===== config.mk =====
export PLATFORM = sky130hd
export DESIGN_NAME = mem_port_arbiter
export DESIGN_NICKNAME = d
export VERILOG_FILES = /design/src/rtl/mem_port_arbiter.sv
export SDC_FILE = /design/constraint.sdc
export NUM_CORES = 1
export LEC_CHECK = 0
export ABC_AREA = 1
export CELL_PAD_IN_SITES_DETAIL_PLACEMENT = 1
export CELL_PAD_IN_SITES_GLOBAL_PLACEMENT = 1
export CORE_MARGIN = 8
export CORE_UTILIZATION = 10
export DETAILED_ROUTE_END_ITERATION = 6
export PLACE_DENSITY_LB_ADDON = 0.3
export SETUP_SLACK_MARGIN = 0.15
export SYNTH_ARGS = -nofsm -noshare
export SYNTH_HDL_FRONTEND = slang
export SYNTH_SLANG_ARGS = --single-unit

===== constraint.sdc =====
create_clock -name clk -period 2.5 [get_ports clk]
set_input_delay 0.75 -clock clk [delete_from_list [all_inputs] [get_ports clk]]
set_output_delay 0.75 -clock clk [all_outputs]
set_load 0.02 [all_outputs]

===== src/rtl/mem_port_arbiter.sv =====
// -----------------------------------------------------------------------------
// mem_port_arbiter
//
// Shares one single-ported memory between the instruction-fetch requester and
// the load/store requester. Both ports are arbitrated round-robin. Only one
// transaction is in flight at a time. A read holds the arbiter for a fixed
// MEM_LAT cycles, after which the read data is steered back to the port that
// issued it. A write is fire-and-forget, so writes can issue back to back.
//
// Parameters
//   AW       address width
//   DW       data width (multiple of 8)
//   MEM_LAT  memory read latency in cycles, 1..8
//
// Ports
//   clk, rst                    clock; synchronous active-low reset
//   if_req/if_addr              fetch read request and byte address
//   if_gnt                      fetch request accepted this cycle
//   if_rvalid/if_rdata          fetch read data return
//   d_req/d_we/d_addr/
//   d_wdata/d_wstrb             load/store request (d_we = 1 means write)
//   d_gnt                       data request accepted this cycle
//   d_rvalid/d_rdata            data read data return (reads only)
//   mem_en/mem_we/mem_addr/
//   mem_wdata/mem_wstrb         memory access strobe and command
//   mem_rdata                   memory read data, valid MEM_LAT cycles after
//                               a read strobe
//   busy                        a read is in flight
// -----------------------------------------------------------------------------
module mem_port_arbiter #(
  parameter int AW      = 32,
  parameter int DW      = 32,
  parameter int MEM_LAT = 1
) (
  input  logic            clk,
  input  logic            rst,

  input  logic            if_req,
  input  logic [AW-1:0]   if_addr,
  output logic            if_gnt,
  output logic            if_rvalid,
  output logic [DW-1:0]   if_rdata,

  input  logic            d_req,
  input  logic            d_we,
  input  logic [AW-1:0]   d_addr,
  input  logic [DW-1:0]   d_wdata,
  input  logic [DW/8-1:0] d_wstrb,
  output logic            d_gnt,
  output logic            d_rvalid,
  output logic [DW-1:0]   d_rdata,

  output logic            mem_en,
  output logic            mem_we,
  output logic [AW-1:0]   mem_addr,
  output logic [DW-1:0]   mem_wdata,
  output logic [DW/8-1:0] mem_wstrb,
  input  logic [DW-1:0]   mem_rdata,

  output logic            busy
);

  localparam int SW  = DW / 8;
  // Wide enough to hold MEM_LAT-1 for every legal latency.
  localparam int LCW = $clog2(MEM_LAT + 1);
  localparam logic [LCW-1:0] LAT_LOAD = LCW'(MEM_LAT - 1);

  typedef enum logic {
    IDLE = 1'b0,
    WAIT = 1'b1
  } state_e;

  typedef enum logic {
    PORT_IF = 1'b0,
    PORT_D  = 1'b1
  } port_e;

  state_e           state_q, state_d;
  logic [LCW-1:0]   lat_cnt_q, lat_cnt_d;
  port_e            owner_q, owner_d;
  port_e            last_q, last_d;

  logic             arb_ok;
  logic             if_win;
  logic             d_win;
  logic             rd_done;

  // ---------------------------------------------------------------------------
  // Arbitration. Grants only come out of IDLE with reset released. On a tie
  // the port that did not win last time goes first, which bounds any port's
  // wait to one foreign transaction.
  // ---------------------------------------------------------------------------
  assign arb_ok  = rst && (state_q == IDLE);
  assign if_win  = arb_ok && if_req && (!d_req || (last_q == PORT_D));
  assign d_win   = arb_ok && d_req  && (!if_req || (last_q == PORT_IF));

  // Last cycle of the read latency: memory data is valid now. Gated by rst so
  // a read in flight when reset arrives is silently dropped.
  assign rd_done = rst && (state_q == WAIT) && (lat_cnt_q == '0);

  // ---------------------------------------------------------------------------
  // Next-state logic
  // ---------------------------------------------------------------------------
  always_comb begin
    // NOTE: every variable gets a default before any branch, so no path can
    // leave one unassigned and infer a latch.
    state_d   = state_q;
    lat_cnt_d = lat_cnt_q;
    owner_d   = owner_q;
    last_d    = last_q;

    unique case (state_q)
      IDLE: begin
        if (if_win || d_win) begin
          last_d = d_win ? PORT_D : PORT_IF;
          // Writes complete in the grant cycle; only reads occupy the memory.
          if (if_win || !d_we) begin
            state_d   = WAIT;
            lat_cnt_d = LAT_LOAD;
            owner_d   = d_win ? PORT_D : PORT_IF;
          end
        end
      end

      WAIT: begin
        if (lat_cnt_q == '0) begin
          state_d = IDLE;
        end else begin
          lat_cnt_d = lat_cnt_q - LCW'(1);
        end
      end

      default: state_d = IDLE;
    endcase
  end

  // ---------------------------------------------------------------------------
  // State registers. last resets to the data port so fetch wins the first tie.
  // ---------------------------------------------------------------------------
  always_ff @(posedge clk) begin
    // NOTE: sequential state uses non-blocking assignments so every register
    // samples pre-edge values regardless of statement order.
    if (!rst) begin
      state_q   <= IDLE;
      lat_cnt_q <= '0;
      owner_q   <= PORT_IF;
      last_q    <= PORT_D;
    end else begin
      state_q   <= state_d;
      lat_cnt_q <= lat_cnt_d;
      owner_q   <= owner_d;
      last_q    <= last_d;
    end
  end

  // ---------------------------------------------------------------------------
  // Memory command. Address and write data come from the winner; outside a
  // grant they are don't-care, but mem_we is always held low then.
  // ---------------------------------------------------------------------------
  assign if_gnt    = if_win;
  assign d_gnt     = d_win;

  assign mem_en    = if_win || d_win;
  assign mem_we    = d_win && d_we;
  assign mem_addr  = d_win ? d_addr : if_addr;
  assign mem_wdata = d_wdata;
  assign mem_wstrb = d_win ? d_wstrb : {SW{1'b0}};

  // ---------------------------------------------------------------------------
  // Response steering. Both data buses carry the memory output; rvalid tells
  // the owner when it is meaningful.
  // ---------------------------------------------------------------------------
  assign if_rvalid = rd_done && (owner_q == PORT_IF);
  assign d_rvalid  = rd_done && (owner_q == PORT_D);
  assign if_rdata  = mem_rdata;
  assign d_rdata   = mem_rdata;

  assign busy      = rst && (state_q == WAIT);

endmodule

Word-level counts from Yosys, hierarchy flattened. Cells that the tools add are included.

Reduce and logical (&&, ||, !) cells: 20. Eq/ne operators: 2. Mux-type cells: 11. Bitwise logic cells: 4. $add $sub $neg: 1.

Operator list (count): 32-bit 2-to-1 mux (1); 1-bit logical AND (10); 1-bit 2-to-1 mux (7); 1-bit logical OR (4); 4-bit 2-to-1 mux (1); 1-bit NOT (4); 1-bit case mux with 2 select lines (2); 2-bit AND reduction (2); 1-bit zero test (3); 3-bit AND reduction (1); 2-bit by 1-bit != test with 1-bit output, second input constant (1); 2-bit != test, second input constant (1); 1-bit subtractor, second input constant (1).

Word-level logic and storage cells: 42. Output and inout bits: 139. Input port bits: 137. Register bits after elaboration: 4.

Longest topological paths before layout.
Depth after elaboration: 8. Gate-level depth with buffers: 7. Gate-level depth less buffers: 6.

Least setup slack after synthesis. Ideal clock, no wire load.

Path kind: input -> output. Start point: input if_req. End point: output mem_en. Data required time: 1.750 ns. Setup slack: 0.299 ns. Path buffers: 0. Cell stages on the path: 4. Arrival time: 1.451 ns. Cell sequence: nand3_1 nor2_1 inv_1 nand2_1.

Elaborated cells between the ends (all ways): 6. Those cells by class: 6 x reduce/logical.

RTL lines: start: declaration (line 38) `input logic if_req,`; 1-bit logical AND (2 in series) (line 94) `assign if_win = arb_ok && if_req && (!d_req || (last_q == PORT_D));`; net if_gnt (line 40) `output logic if_gnt,`; 1-bit logical OR (line 163) `assign mem_en = if_win || d_win;`; end: declaration (line 53) `output logic mem_en,`.

The timed path passes the listed nets, and every way through them passes these cells.

Worst setup path after layout.
Start point: input rst. End point: output mem_addr[3].

Longest elaborated chain between the ends: 4.

RTL lines: start: declaration (line 36) `input logic rst,`; 1-bit logical AND (line 93) `assign arb_ok = rst && (state_q == IDLE);`; 1-bit logical AND (2 in series) (line 95) `assign d_win = arb_ok && d_req && (!if_req || (last_q == PORT_IF));`; 32-bit 2-to-1 mux (line 165) `assign mem_addr = d_win ? d_addr : if_addr;`; end: declaration (line 55) `output logic [AW-1:0] mem_addr,`.

Every way passes these cells.

==> impl_results.md <==
* Die Footprint at 17,500 µm²
* Hold EP: last_q$_SDFFE_PN1P_
* First-pass GRT wire length at 9270 µm
* Final setup vio count at 0
* Maximum capacitance violations at 0
* CP Cell Sequence: buf_8 > inv_4 > nor2_4 > nand3_4 > clkinv_4 > buf_12 > buf_12 > buf_16 > nand2_4 > nand2_2 > buf_6
* Data required, critical path at about 1800 ps
* Layout Skew at 0.707 ps
* Syn avg cell area at between 5 and 6 µm²
* Worst reg-to-reg path cell count at 7
* Register area share after synthesis at ~4.5%
* CTS Hold Bufs at 0
* Final Max Tran Viols at 0
* Layout cells sized above 1 at 51.5%
* PortBufs at about 120
* Area delta synth->final at 102%
* Sequential cell area at 60.1 µm²
* Syn Std Cell Area at 1350 µm²
* H-tree depth at 1
* Cell internal pwr at 544 µW
* Clock slew at reported path FFs at about 30 ps
* Startpoint types: input port
* DR vias/cell at 3.23
* Site Rows at 42
* P_sw at 277 µW
* WL final at 6610 µm
* Syn_nets at 373
* CP bufs+invs at 7
* Measured slew at the worst slew-check pin at 217 ps
* Hold path depth at 2
* Layout fillers at 1,562
* Min Tclk post-route at 2470 ps
* R2r endpoint: owner_q$_SDFFE_PN0P_
* Setup TNS Final at 0 ps
* Final standard cell area without fillers at 2720 µm²
* Total gr overflow at 0
* Cell family with most CP delay: buffers and inverters
* Initial DRC count at 12
* #FFs+latches synth at 3
* PwrDens at 302 nW/µm²
* Status: finished, final reports clean
* Switch share at 33.8%
* GP Congestion at 0.693
* CORE AREA at roughly 13,000 µm²
* Cells after Synth at 236
* Vias at about 1,500
* Hold Crit Class: reg2reg
* Most used cell, CP: buf_12
* Fmax at 405 MHz
* Worst r2r src: state_q$_SDFF_PP0_
* Pre-Repair DR Iteration Count at 3
* Initial antenna violation count at 0
* Area post-placement at 2050 µm²
* LEAKAGE at 0.00140 µW
* Clock Tree Root: clkbuf_16
* Slowest-stage cell, CP: buf_16
* Ant. Diodes at 0
* Post-DP HPWL at approximately 5000 µm
* Fin. Hold Viols at 0
* VDD IR max at roughly 0.00031 V
* Critical Path Sink Type: output pin
* WL/cell at 14.7 µm
* Die Y at 132 µm
* Tcrit/Tclk final at 98.8%
* Clock share of power at 31.1%
* Buffer levels on the longest clock path at 2
* Antenna-violating nets left at 0
* CTS tree: built
* Worst-Skew Late Latency at 220 ps
* Highest cell delay on the worst timing path at about 140 ps
* Setup CP Type: in2out
* Arrival time worst endpoint at 1720 ps
* Seq pwr share at 6.7%
* Fin nets at between 400 and 500
* Count of cell types in the netlist at 14
* Number of global-route vias before repair at 1,604
* Unrepaired setup endpoints after global routing: true
* Tot GR Track Use at 6.70%
* Largest net degree at the start of global routing at 22
* DRC violations left at 0
* Sink Count at 3
* Area of the multi-input gates at 795 µm²
* Syn. warnings at 0
* FF-to-FF setup slack at approximately 1500 ps
* Max_slew headroom at 85.6%
* Horiz. Die Dim at around 130 µm
* Comb power frac at 62.2%
* PnR Total Power at between 800 and 900 µW
* Initial Utilization at between 10% and 20%
* TritonCTS buffer count at 3
* I/O pin count at 276
* Hold Crit Start: last_q$_SDFFE_PN1P_
* Crit-path max FO at 5
[cells by family (layout without fill, tap and decap cells)]
group | after synthesis | in the layout | share of synthesized area, %
and+or+nand+nor | 116 | 116 | 33.3
buffers and inverters | 116 | 154 | 61.9
DFF | 3 | 3 | 4.45
AOI/OAI and AO/OA | 1 | 1 | 0.371
[layout by cell type (no fill, tap or decap), drive strengths merged]
| cell | netlist | layout |
|---|---|---|
| nand2 | 102 | 102 |
| clkdlybuf4s50 | 0 | 69 |
| buf | 102 | 63 |
| inv | 13 | 12 |
| nor2 | 10 | 10 |
| clkbuf | 1 | 6 |
| dfxtp | 3 | 3 |
| dlygate4sd2 | 0 | 3 |
| nand3 | 3 | 3 |
| clkinv | 0 | 1 |
| nand4 | 1 | 1 |
| o21ai | 1 | 1 |
[sequential cells by signal, summed over array words and instances (netlist names)]
register and count:
last_q 1, owner_q 1, state_q 1
[layer usage]
metal	track usage, %	part of all wire [%]	vias to the layer above
met5	0	0	-
met4	3.38	3.2	0
met3	2.36	9.0	35
met2	12.1	53	90
met1	6.67	35	649
li1	-	-	679
[worst reg2reg max path, delay by kind of cell, from the launching register on]
family	cells	cell delay, ps
flops	1	380
buf+inv	3	240
simple gates	3	210
compound gates	1	140
[cell usage after synthesis]
cell / n / area, µm²
nor2_2: 1 / 6.26
o21ai_0: 1 / 5.00
nand2_1: 102 / 383
nand4_1: 1 / 6.26
buf_4: 96 / 721
nor2_1: 9 / 33.8
nand3_1: 2 / 10.0
buf_2: 1 / 5.00
buf_6: 5 / 56.3
nand3_2: 1 / 10.0
clkbuf_1: 1 / 3.75
inv_1: 11 / 41.3
inv_2: 2 / 7.51
dfxtp_1: 3 / 60.1
[timing repair]
| item | in CTS | in global routing |
|---|---|---|
| cloned | 3 | 2 |
| buffers inserted | 4 | 1 |
| pin swaps | 10 | 28 |
| resized for setup | 255 | 111 |
| endpoints found under the setup margin | 43 | 36 |
[cell type report]
class,instances,share of cell area [%]
Clock buffer,4,2.90
Tap cell,176,8.10
Inverter,13,2.07
Timing Repair Buffer,137,55.5
Sequential cell,3,2.21
Multi-Input combinational cell,117,29.2
[worst max-delay path by stage]
| stage | start | end | slack [ps] | depth (start not counted) |
|---|---|---|---|---|
| 2_1_floorplan | if_req | mem_en | 300 | 4 |
| 3_3_place_gp | if_req | mem_addr[20] | -820 | 7 |
| 3_5_place_dp | rst | mem_addr[3] | -840 | 9 |
| 4_1_cts | rst | mem_addr[3] | -9 | 11 |
| 5_1_grt | rst | mem_addr[25] | -6 | 11 |
| 6_report | rst | mem_addr[3] | 30 | 11 |
[power groups by stage]
| stage | Combinational (µW) | Sequential [µW] | Clock, µW |
|---|---|---|---|
| 2_1_floorplan | 369 | 54.1 | 0 |
| 3_3_place_gp | 396 | 54.7 | 0 |
| 3_5_place_dp | 398 | 54.7 | 0 |
| 4_1_cts | 436 | 54.8 | 259 |
| 5_1_grt | 546 | 55.5 | 265 |
| 6_report | 511 | 55.1 | 255 |
[per-stage QoR]
stage          hold WS [ps]  setup WS (ps)  std cells  utilization, %
6_report                536           30.0        450            20.6
5_1_grt                 583          -5.57        450            20.6
4_1_cts                 524          -9.03        447            17.3
3_3_place_gp            492           -818        436            15.5
2_1_floorplan           465            299        236               -
3_5_place_dp            494           -839        436            15.5
(Power assumes the default switching activity.)
